--- src/rtl/fsk_ber_monitor.sv ---
// rtl/fsk_ber_monitor.sv - FSK symbol/bit error-rate monitor with tx reference FIFO (optional macro FSK_BER_BITERR_EN)
module fsk_ber_monitor #(
    parameter int SYM_W  = 4,
    parameter int DEPTH  = 32,
    parameter int CNT_W  = 32,
    parameter int SKIP_W = 8
) (
    input  logic              clk,
    input  logic              reset,
    input  logic              start,
    input  logic [SKIP_W-1:0] skip_cfg,
    input  logic [CNT_W-1:0]  num_sym,
    input  logic              tx_valid,
    input  logic [SYM_W-1:0]  tx_sym,
    input  logic              rx_valid,
    input  logic [SYM_W-1:0]  rx_sym,
    output logic              busy,
    output logic              done,
    output logic [CNT_W-1:0]  sym_err_cnt,
    output logic [CNT_W-1:0]  bit_err_cnt,
    output logic [CNT_W-1:0]  total_cnt,
    output logic              ovf,
    output logic              unf,
    output logic              sat
);
    localparam int AW = $clog2(DEPTH);
    localparam logic [CNT_W-1:0] CMAX = '1;

    typedef enum logic [1:0] {S_IDLE, S_SKIP, S_MEASURE, S_DONE} state_t;

    state_t             state_q;
    logic               busy_q, done_q, ovf_q, unf_q, sat_q;
    logic [SKIP_W-1:0]  skip_q;
    logic [CNT_W-1:0]   num_q;
    logic [CNT_W-1:0]   sym_err_q, sym_err_d, total_q, total_d;
    logic [SYM_W-1:0]   mem_q [DEPTH];
    logic [AW:0]        wr_ptr_q, rd_ptr_q;

    logic               active, fifo_empty, fifo_full, push, pop, drop;
    logic               meas_hit, mismatch, meas_end, bit_sat;
    logic [SYM_W-1:0]   head, diff;

    // The extra pointer bit distinguishes full from empty when the indices match
    assign active     = (state_q == S_SKIP) || (state_q == S_MEASURE);
    assign fifo_empty = (wr_ptr_q == rd_ptr_q);
    assign fifo_full  = (wr_ptr_q[AW] != rd_ptr_q[AW]) && (wr_ptr_q[AW-1:0] == rd_ptr_q[AW-1:0]);
    assign head       = mem_q[rd_ptr_q[AW-1:0]];
    assign pop        = active && rx_valid && !fifo_empty;
    assign push       = active && tx_valid && (!fifo_full || pop);
    assign drop       = active && tx_valid && fifo_full && !pop;
    assign meas_hit   = (state_q == S_MEASURE) && rx_valid && !start;
    assign diff       = head ^ rx_sym;
    assign mismatch   = fifo_empty || (diff != '0);

    // Saturating next values for the symbol and total counters on a compare
    always_comb begin
        total_d   = (total_q == CMAX) ? CMAX : total_q + 1'b1;
        sym_err_d = sym_err_q;
        if (mismatch) begin
            sym_err_d = (sym_err_q == CMAX) ? CMAX : sym_err_q + 1'b1;
        end
        meas_end = (total_d == num_q) || (total_d == CMAX);
    end

`ifdef FSK_BER_BITERR_EN
    localparam int PC_W = $clog2(SYM_W + 1);
    logic [PC_W-1:0]  pc;
    logic [CNT_W-1:0] bit_inc, bit_err_q, bit_err_d;
    logic [CNT_W:0]   bit_sum;

    // Popcount of the differing bits; an empty FIFO charges a full symbol of bit errors
    always_comb begin
        pc = '0;
        for (int i = 0; i < SYM_W; i++) begin
            pc = pc + PC_W'(diff[i]);
        end
        bit_inc   = fifo_empty ? CNT_W'(SYM_W) : CNT_W'(pc);
        bit_sum   = {1'b0, bit_err_q} + {1'b0, bit_inc};
        bit_err_d = bit_sum[CNT_W] ? CMAX : bit_sum[CNT_W-1:0];
        bit_sat   = (bit_err_d == CMAX);
    end

    // Bit error accumulator, cleared by reset or a new measurement
    always_ff @(posedge clk) begin
        if (reset || start) begin
            bit_err_q <= '0;
        end else if (meas_hit) begin
            bit_err_q <= bit_err_d;
        end
    end

    assign bit_err_cnt = bit_err_q;
`else
    assign bit_err_cnt = '0;
    assign bit_sat     = 1'b0;
`endif

    // Reference FIFO storage; pointers live with the FSM so start can flush them
    always_ff @(posedge clk) begin
        if (push && !start) begin
            mem_q[wr_ptr_q[AW-1:0]] <= tx_sym;
        end
    end

    // Measurement FSM with FIFO pointers, counters and sticky flags
    always_ff @(posedge clk) begin
        if (reset) begin
            state_q   <= S_IDLE;
            busy_q    <= 1'b0;
            done_q    <= 1'b0;
            ovf_q     <= 1'b0;
            unf_q     <= 1'b0;
            sat_q     <= 1'b0;
            skip_q    <= '0;
            num_q     <= '0;
            sym_err_q <= '0;
            total_q   <= '0;
            wr_ptr_q  <= '0;
            rd_ptr_q  <= '0;
        end else if (start) begin
            ovf_q     <= 1'b0;
            unf_q     <= 1'b0;
            sat_q     <= 1'b0;
            sym_err_q <= '0;
            total_q   <= '0;
            wr_ptr_q  <= '0;
            rd_ptr_q  <= '0;
            skip_q    <= skip_cfg;
            num_q     <= num_sym;
            if (num_sym == '0) begin
                state_q <= S_DONE;
                busy_q  <= 1'b0;
                done_q  <= 1'b1;
            end else begin
                state_q <= (skip_cfg != '0) ? S_SKIP : S_MEASURE;
                busy_q  <= 1'b1;
                done_q  <= 1'b0;
            end
        end else begin
            done_q <= 1'b0;
            if (push) wr_ptr_q <= wr_ptr_q + 1'b1;
            if (pop)  rd_ptr_q <= rd_ptr_q + 1'b1;
            if (drop) ovf_q <= 1'b1;
            case (state_q)
                S_SKIP: begin
                    if (rx_valid) begin
                        if (fifo_empty) unf_q <= 1'b1;
                        skip_q <= skip_q - 1'b1;
                        if (skip_q == SKIP_W'(1)) state_q <= S_MEASURE;
                    end
                end
                S_MEASURE: begin
                    if (rx_valid) begin
                        if (fifo_empty) unf_q <= 1'b1;
                        total_q   <= total_d;
                        sym_err_q <= sym_err_d;
                        if ((total_d == CMAX) || (sym_err_d == CMAX) || bit_sat) sat_q <= 1'b1;
                        if (meas_end) begin
                            state_q <= S_DONE;
                            busy_q  <= 1'b0;
                            done_q  <= 1'b1;
                        end
                    end
                end
                S_DONE:  state_q <= S_IDLE;
                default: state_q <= S_IDLE;
            endcase
        end
    end

    assign busy        = busy_q;
    assign done        = done_q;
    assign sym_err_cnt = sym_err_q;
    assign total_cnt   = total_q;
    assign ovf         = ovf_q;
    assign unf         = unf_q;
    assign sat         = sat_q;
endmodule

--- config.mk ---
export PLATFORM = sky130hd
export DESIGN_NAME = fsk_ber_monitor
export DESIGN_NICKNAME = d
export VERILOG_FILES = /design/src/rtl/fsk_ber_monitor.sv
export SDC_FILE = /design/constraint.sdc
export NUM_CORES = 1
export LEC_CHECK = 0
export BUFFER_PORTS_ARGS = -buffer_cell sky130_fd_sc_hd__buf_2
export CAP_MARGIN = 10
export CORE_MARGIN = 8
export CORE_UTILIZATION = 44
export DETAILED_ROUTE_END_ITERATION = 10
export HOLD_SLACK_MARGIN = 0.15
export PLACE_DENSITY = 0.64
export SYNTH_ARGS = -nofsm -noshare
export SYNTH_HDL_FRONTEND = slang
export SYNTH_SLANG_ARGS = --single-unit
--- constraint.sdc ---
create_clock -name clk -period 3.4 [get_ports clk]
set_input_delay 0.51 -clock clk [delete_from_list [all_inputs] [get_ports clk]]
set_output_delay 0.51 -clock clk [all_outputs]
set_load 0.01 [all_outputs]
==> results.cfg, run 1 <==
[status]
outcome = complete, no violations

[place]
port_buffers = 121
place_ws_ns = -0.0250
placed_area_mm2 = 0.0148
routability_congestion_estimate = 0.948
place.detailed.instances = 1871
place_hpwl_um = 27800

[grt]
all_layer_global_routing_usage = 0.207
wire_length_of_the_first_global_routing_pass_um = 59900
globalRouteOverflowTotal = 0
grt_antenna_before_repair = 0
grt_max_degree = 61
first_global_vias = 10731

[cells_and_area]
syn_to_final_growth_pct = 21.8
area_taken_by_multi_input_logic_gates_mm2 = 0.00641
fin_cells = 1927
final_design_area_no_fill_mm2 = 0.0160
post-route-util = 0.542
layout-drive-gt1-share = 0.236
finalNetCount = 1579
fillerInstances = 2644
antenna_cells = 0
layout_commonest_cell = nor2_1
most_used_cells_in_the_layout_excluding_fill_and_tap_cells = nor2_1, edfxtp_1, dfxtp_1
seqCellArea_mm2 = 0.00641

[route]
first_iter_violations = 663
route.antenna.remaining_nets = 0
route.detailed.vias_per_inst = 5.68
total_iterations_of_the_first_detailed_routing_run = 4
drt-wirelength-per-cell_um = 20.0
drc = 0
postRouteWirelength_um = 38600
routed-via-count = 10947

[clocking]
total_cts_buffers = 28
clock_insertion_delay_worst_skew_ns = 0.55
cts_max_path_buffers = 3
clock-root-buffer = clkbuf_16
ctsHoldBuffers = 0
clkTransAtPathRegs_ns = 0.06
cts_sinks = 256
htree_levels = 1
cts_tree = built

[logic_synthesis]
syn_area_mm2 = 0.0131
ys_seq_area_frac = 0.488
synthCells = 1312
ys_seq_elements = 256
syn_area_per_cell_um2 = 10.0
total_of_warnings_raised_by_yosys = 0
flip_flop_cell_with_the_highest_count_after_synthesis = edfxtp_1
async_reset_ff_frac = 0
count_of_distinct_cell_types_in_the_synthesized_netlist = 86
synth-edff-count = 128

[critical_path]
crit_path_max_fanout = 8
setup.worst_path.class = reg2reg
worst_setup_path_end_kind = flip-flop
timing.critical_path.arrival_ns = 3.82
crit_required_ns = 3.89
setup.worst_path.start = total_cnt[1]
timing.critical_path.from_type = flip-flop
r2r_cells = 16
worstReg2RegStart = total_cnt[1]

[die]
io_pins = 154
die_h_um = 189
floorplan.die.width_um = 189
floorplan.initialDensity = 0.445
floorplan.die_area_mm2 = 0.0356
row_count = 63
fp.coreArea_mm2 = 0.0295

[sta]
final_layout_setup_total_negative_slack_ns = 0
timing.final.max_slew_violations = 0
rsz0062_at_grt = yes
maxClockFrequency_ghz = 0.300
hold_violations = 0
maxSlewHeadroom = 0.351
timing.final.crit_share = 0.980
worst_slew_pin_slew_ns = 0.970
hold_slack_ns = 0.206
finClkSkew_ns = 0.00844
layout_min_cycle_time_ns = 3.33
finalWorstSetupSlack_ns = 0.0683
setup_viol = 0

[min_path]
hold_path_depth = 3
min_path_type = in2reg
hp-start = skip_cfg[4]

[pwr]
power_leakage_nw = 5.99
total_power_mw = 6.89
worst_ir_drop_vdd_mv = 0.416
p_per_area_mw_per_mm2 = 431

[run]
max-cap-violations = 0
==> kinds of logic after synthesis <==
family,share of synthesized area
XOR/XNOR,0.0431
AO/OA/AOI/OAI,0.123
adder cells (fa/ha/maj),0.0105
AND/OR/NAND/NOR,0.198
other,0.000286
buffers and inverters,0.0504
flip-flops,0.488
multiplexers,0.0867
==> area by class of cell <==
type,instances,area share
Sequential cell,256,0.401
Multi-Input combinational cell,961,0.401
Timing Repair Buffer,247,0.104
Clock buffer,42,0.0502
Tap cell,390,0.0305
Clock inverter,10,0.00915
Inverter,21,0.00493
==> power breakdown <==
group	total, mW	internal [mW]	switching, mW
combinational	0.445	0.164	0.281
sequential	3.32	3.28	0.0435
clock	3.12	1.86	1.26
total	6.89	5.31	1.58
==> path summary, 6_finish.rpt <==
| check | slack (ns) | endpoint |
|---|---|---|
| max | 0.07 | state_q[0] |
| max reg2reg | 0.07 | state_q[0] |
| min | 0.21 | skip_q[4] |
| min reg2reg | 0.48 | busy |
==> flip-flops by register name, summed over array words and instances, names as in the netlist, named ones only <==
signal	flops
rd_ptr_q	6
sym_err_cnt	32
unf	1
mem_q	128
total_cnt	32
busy	1
sat	1
ovf	1
state_q	2
skip_q	8
done	1
num_q	32
wr_ptr_q	6
==> worst max-delay path: stages, from the launching register on <==
cell and delay [ns]:
dfxtp_2 0.36, ha_4 0.14, nand4_1 0.19, buf_4 0.21, nor3_4 0.13, buf_6 0.16
buf_6 0.10, nand4_1 0.17, mux2i_4 0.29, xor2_2 0.20, nand3_1 0.11, a2111o_1 0.36
nor4_2 0.26, buf_4 0.18, o21ai_4 0.05, or2_1 0.24, a21oi_2 0.11
==> routing by layer <==
layer | routed length [µm] | global-route usage | share of wire | vias up
met3 | 2360 | 0.0394 | 0.061 | 84
met4 | 1450 | 0.0785 | 0.038 | 0
met5 | 0 | 0 | 0 | -
met2 | 18500 | 0.349 | 0.48 | 346
met1 | 16300 | 0.259 | 0.42 | 5317
li1 | - | - | - | 5200
==> synth_stat cells (10+ instances only) <==
master    instances  area share
buf_4            40       0.023
nand3_1          41       0.016
nor4_1           23       0.011
a311oi_1         19       0.013
xor2_1           35       0.023
nand2b_1         10      0.0048
ha_1             11       0.010
nor3_1           41       0.016
mux2i_1          91       0.069
o21ai_0          39       0.015
nand4_1          26       0.012
a211oi_1         18       0.010
a21oi_1          77       0.029
nand2_1          85       0.024
a31oi_1          12      0.0057
nor2_1          168       0.048
xnor2_1          27       0.018
buf_2            18      0.0069
dfxtp_1         128        0.20
and2_1           17      0.0081
edfxtp_1        128        0.29
clkbuf_1         42       0.012
a22oi_1          12      0.0069
and3_1           26       0.012
inv_1            21      0.0060
nor2b_1          11      0.0052
==> timing repair <==
action,4_1_cts,5_1_grt
resized for setup,3,56
pin swaps,0,19
endpoints found under the setup margin,5,32
setup buffers,0,4
Power figures use the tool's default switching activity.
==> run 2: changes to the inputs <==
--- a/config.mk
+++ b/config.mk
@@ -7,11 +7,12 @@
 export LEC_CHECK = 0
 export BUFFER_PORTS_ARGS = -buffer_cell sky130_fd_sc_hd__buf_2
 export CAP_MARGIN = 10
-export CORE_MARGIN = 8
+export CORE_MARGIN = 2
 export CORE_UTILIZATION = 44
 export DETAILED_ROUTE_END_ITERATION = 10
 export HOLD_SLACK_MARGIN = 0.15
-export PLACE_DENSITY = 0.64
+export PLACE_DENSITY = 0.66
+export REMOVE_ABC_BUFFERS = 1
 export SYNTH_ARGS = -nofsm -noshare
 export SYNTH_HDL_FRONTEND = slang
 export SYNTH_SLANG_ARGS = --single-unit
==> results.cfg, run 2 (same netlist as run 1, synthesis figures left out) <==
[pwr]
power_leakage_nw = 5.96
p_per_area_mw_per_mm2 = 420
clockPowerShare = 0.435
power.internal_mw = 5.13
comb_pwr_share = 0.067
total_power_mw = 6.67
total_switching_power_mw = 1.55
worst_ir_drop_vdd_mv = 0.329
seq_power_share = 0.498
netSwitchingFraction = 0.232

[critical_path]
worst_path_max_delay_cell = or4b_1
delay_of_the_slowest_cell_on_the_worst_path_ns = 0.49
timing.critical_path.from_type = flip-flop
worst_setup_path_end_kind = flip-flop
timing.critical_path.buf_inv = 2
critical_path.top_delay_family = simple AND/OR/NAND/NOR gates
crit_path_cell_trace = buf_12 -> mux2i_2 -> a22oi_1 -> nand4b_1 -> o31ai_2 -> or3_1 -> a211oi_4 -> buf_4 -> nand4_1 -> o2bb2ai_1 -> or4b_1 -> o31ai_1
setup.worst_path.class = reg2reg
crit_required_ns = 3.86
timing.critical_path.arrival_ns = 3.75
crit_path_max_fanout = 18

[cells_and_area]
fin_cells = 1924
finalNetCount = 1578
fillerInstances = 2648
max_reg_flops = 128
antenna_cells = 0
most_used_cells_in_the_layout_excluding_fill_and_tap_cells = nor2_1, edfxtp_1, dfxtp_1
layout-drive-gt1-share = 0.231
syn_to_final_growth_pct = 20.9
layout_commonest_cell = nor2_1

[die]
floorplan.die.width_um = 177
io_pins = 154
fp.coreArea_mm2 = 0.0295
die_h_um = 177
row_count = 63
floorplan.initialDensity = 0.445
floorplan.die_area_mm2 = 0.0312

[grt]
wire_length_of_the_first_global_routing_pass_um = 57800
grt_max_degree = 46
grt_antenna_before_repair = 0
globalRouteOverflowTotal = 0
grt-busiest-layer = met2
first_global_vias = 10411
global_route.usage.met3 = 0.0367
all_layer_global_routing_usage = 0.235
globalRouteMet1Util = 0.312
global_route.usage.met2 = 0.386

[clocking]
cts_sinks = 256
htree_levels = 1
total_cts_buffers = 28
cts_max_path_buffers = 3
cts_tree = built
clock_insertion_delay_worst_skew_ns = 0.56
ctsHoldBuffers = 0
clkTransAtPathRegs_ns = 0.06
clock-root-buffer = clkbuf_16

[route]
drt-wirelength-per-cell_um = 19.5
routed-via-count = 11008
drc = 0
total_iterations_of_the_first_detailed_routing_run = 5
route.detailed.vias_per_inst = 5.72
postRouteWirelength_um = 37600
route.antenna.remaining_nets = 0
first_iter_violations = 1049

[sta]
layout_min_cycle_time_ns = 3.29
worst_slew_pin_slew_ns = 0.698
maxSlewHeadroom = 0.531
setup_viol = 0
timing.final.max_slew_violations = 0
hold_violations = 0
finalWorstSetupSlack_ns = 0.115
finClkSkew_ns = 0.0132
timing.final.crit_share = 0.966
maxClockFrequency_ghz = 0.304
final_layout_setup_total_negative_slack_ns = 0

[place]
port_buffers = 121
place.detailed.instances = 1872
place_hpwl_um = 27000
place_ws_ns = -0.160
routability_congestion_estimate = 0.944

[run]
max-cap-violations = 0

[status]
outcome = complete, no violations

[min_path]
min_path_type = in2reg
hp-start = num_sym[25]
## run 2: metrics by stage
stage / hold WS (ns) / instance area, µm² / util
6_report: 0.208 / 15900 / 0.538
5_1_grt: 0.200 / 15900 / 0.538
4_1_cts: 0.185 / 15700 / 0.531
3_5_place_dp: 0.464 / 14800 / 0.500
3_3_place_gp: 0.464 / 14800 / 0.500
2_1_floorplan: 0.452 / 12700 / -
## run 2: power by group through the flow
stage	clock network, mW	logic [mW]	registers, mW
after detailed placement	0	0.431	3.39
after CTS	2.95	0.434	3.32
after global routing	3.09	0.486	3.33
after floorplan	0	0.223	3.38
final	2.90	0.444	3.32
after global placement	0	0.427	3.39
## run 2: path summary, 6_finish.rpt
path                            slack [ns]   endpoint  cells past startpoint
worst max register to register        0.11        sat                     12
worst max-delay path                  0.11        sat                     12
worst min register to register        0.48        ovf                      2
worst min-delay path                  0.21  num_q[25]                      3
## run 2: area by class of cell
type                            instances  area (µm²)  area share
Timing Repair Buffer                  246        1640       0.103
Sequential cell                       256        6410       0.404
Tap cell                              390         488      0.0308
Clock inverter                         11         109     0.00686
Inverter                               21        78.8     0.00497
Clock buffer                           39         782      0.0493
Multi-Input combinational cell        961        6360       0.401
## run 2: worst reg2reg max path: stages (launching register included)
cell and delay (ns):
dfxtp_4 0.41, buf_12 0.19, mux2i_2 0.29, a22oi_1 0.12, nand4b_1 0.16, o31ai_2 0.10
or3_1 0.37, a211oi_4 0.34, buf_4 0.21, nand4_1 0.12, o2bb2ai_1 0.17, or4b_1 0.49
o31ai_1 0.21
## run 2: repair_timing
action,in CTS,in global routing
cloned,0,0
setup buffers,0,2
endpoints found under the setup margin,1,6
gates resized for setup,8,45
pin swaps,1,10
## run 2: routing by layer
metal | up-vias | part of all wire | wire [µm]
li1 | 5194 | - | -
met5 | - | 0 | 0
met2 | 471 | 0.47 | 17800
met1 | 5254 | 0.42 | 15800
met4 | 0 | 0.040 | 1490
met3 | 89 | 0.068 | 2550
==> run 3: changes to the inputs <==
--- a/config.mk
+++ b/config.mk
@@ -11,6 +11,7 @@
 export CORE_UTILIZATION = 44
 export DETAILED_ROUTE_END_ITERATION = 10
 export HOLD_SLACK_MARGIN = 0.15
+export MAX_ROUTING_LAYER = met4
 export PLACE_DENSITY = 0.66
 export REMOVE_ABC_BUFFERS = 1
 export SYNTH_ARGS = -nofsm -noshare
==> results.cfg, run 3 (same netlist as run 1, synthesis figures left out) <==
[cells_and_area]
area_taken_by_multi_input_logic_gates_mm2 = 0.00632
finalNetCount = 1578
layout_commonest_cell = nor2_1
syn_to_final_growth_pct = 20.7
final_design_area_no_fill_mm2 = 0.0159
max_reg_flops = 128
fillerInstances = 2639
seqCellArea_mm2 = 0.00641
most_used_cells_in_the_layout_excluding_fill_and_tap_cells = nor2_1, edfxtp_1, dfxtp_1
layout-drive-gt1-share = 0.226
post-route-util = 0.538
fin_cells = 1926

[critical_path]
crit_path_cell_trace = buf_4 -> mux4_2 -> mux2i_1 -> o21ai_2 -> nor3_2 -> xnor2_1 -> nor2_2 -> nand2_2 -> buf_8 -> a21boi_0 -> o2bb2ai_1 -> or4b_1 -> o31ai_1
delay_of_the_slowest_cell_on_the_worst_path_ns = 0.52
setup.worst_path.class = reg2reg
reg2reg_slack_ns = 0.13
crit_required_ns = 3.86
worst_path_max_delay_cell = mux4_2
r2r_cells = 13
worst_setup_path_end_kind = flip-flop
timing.critical_path.from_type = flip-flop
crit_path_end = sat
timing.critical_path.arrival_ns = 3.73
endpoint_of_the_most_critical_register_to_register_path = sat
crit_path_max_fanout = 18

[route]
first_iter_violations = 979
route.antenna.remaining_nets = 0
total_iterations_of_the_first_detailed_routing_run = 5
routed-via-count = 10907
postRouteWirelength_um = 37300
drt-wirelength-per-cell_um = 19.3
drc = 0
route.detailed.vias_per_inst = 5.66

[sta]
timing.final.max_slew_violations = 0
rsz0062_at_grt = yes
maxClockFrequency_ghz = 0.306
hold_slack_ns = 0.221
worst_slew_pin_slew_ns = 0.667
maxSlewHeadroom = 0.555
layout_min_cycle_time_ns = 3.27
hold_violations = 0
setup_viol = 0
final_layout_setup_total_negative_slack_ns = 0
timing.final.crit_share = 0.963
finalWorstSetupSlack_ns = 0.127
finClkSkew_ns = 0.00764

[grt]
grt_max_degree = 49
all_layer_global_routing_usage = 0.244
grt_antenna_before_repair = 1
globalRouteOverflowTotal = 0
first_global_vias = 10452
wire_length_of_the_first_global_routing_pass_um = 58200

[place]
place_hpwl_um = 27000
placed_area_mm2 = 0.0148
place_ws_ns = -0.122
routability_congestion_estimate = 0.939
place.detailed.instances = 1874
port_buffers = 121

[die]
floorplan.initialDensity = 0.445
fp.coreArea_mm2 = 0.0295
die_h_um = 177
floorplan.die_area_mm2 = 0.0312
floorplan.die.width_um = 177
io_pins = 154
row_count = 63

[pwr]
power_leakage_nw = 5.95
total_power_mw = 6.64
worst_ir_drop_vdd_mv = 0.394
p_per_area_mw_per_mm2 = 419

[status]
outcome = complete, no violations

[clocking]
total_cts_buffers = 28
clkTransAtPathRegs_ns = 0.06
cts_tree = built
clock-root-buffer = clkbuf_16
cts_max_path_buffers = 3
htree_levels = 1
clock_insertion_delay_worst_skew_ns = 0.54
cts_sinks = 256

[run]
max-cap-violations = 0

[min_path]
min_path_type = in2reg
## run 3: how the worst min path moves through the flow
stage | end | from | cells after the start
2_1_floorplan | state_q[0] | state_q[0] | 2
3_3_place_gp | unf | unf | 2
3_5_place_dp | ovf | ovf | 2
4_1_cts | skip_q[3] | skip_cfg[3] | 3
5_1_grt | skip_q[6] | skip_cfg[6] | 3
6_report | skip_q[4] | skip_cfg[4] | 3
## run 3: layout make-up
| cell class | instances | area share |
|---|---|---|
| Timing Repair Buffer | 246 | 0.105 |
| Inverter | 21 | 0.00497 |
| Multi-Input combinational cell | 961 | 0.399 |
| Clock buffer | 33 | 0.0454 |
| Sequential cell | 256 | 0.405 |
| Tap cell | 390 | 0.0308 |
| Clock inverter | 18 | 0.00955 |
| Antenna cell | 1 | 0.000158 |
## run 3: routing by layer
| layer | vias up | global-route usage | part of all wire |
|---|---|---|---|
| met5 | - | - | 0 |
| met4 | 0 | 0.0647 | 0.028 |
| li1 | 5195 | - | - |
| met3 | 71 | 0.0361 | 0.069 |
| met1 | 5247 | 0.316 | 0.42 |
| met2 | 394 | 0.401 | 0.48 |
## run 3: worst max-delay path: cells and delay by family, from the launching register on
kind,cells,cell delay (ns)
XOR/XNOR,1,0.16
AO/OA/AOI/OAI,4,0.62
multiplexers,2,0.75
AND/OR/NAND/NOR,4,0.94
flip-flops,1,0.33
buffers and inverters,2,0.39
## run 3: power breakdown
group	total, mW	internal, mW	switching [mW]	leakage (nW)
combinational	0.443	0.165	0.278	3.35
clock	2.88	1.66	1.22	0.410
sequential	3.32	3.28	0.0435	2.19
total	6.64	5.10	1.54	5.95
## run 3: timing repair
action,in CTS,in global routing
gates resized for setup,6,38
pin swaps,1,11
buffers inserted,0,1
hold buffers,0,0
endpoints found under the setup margin,1,14
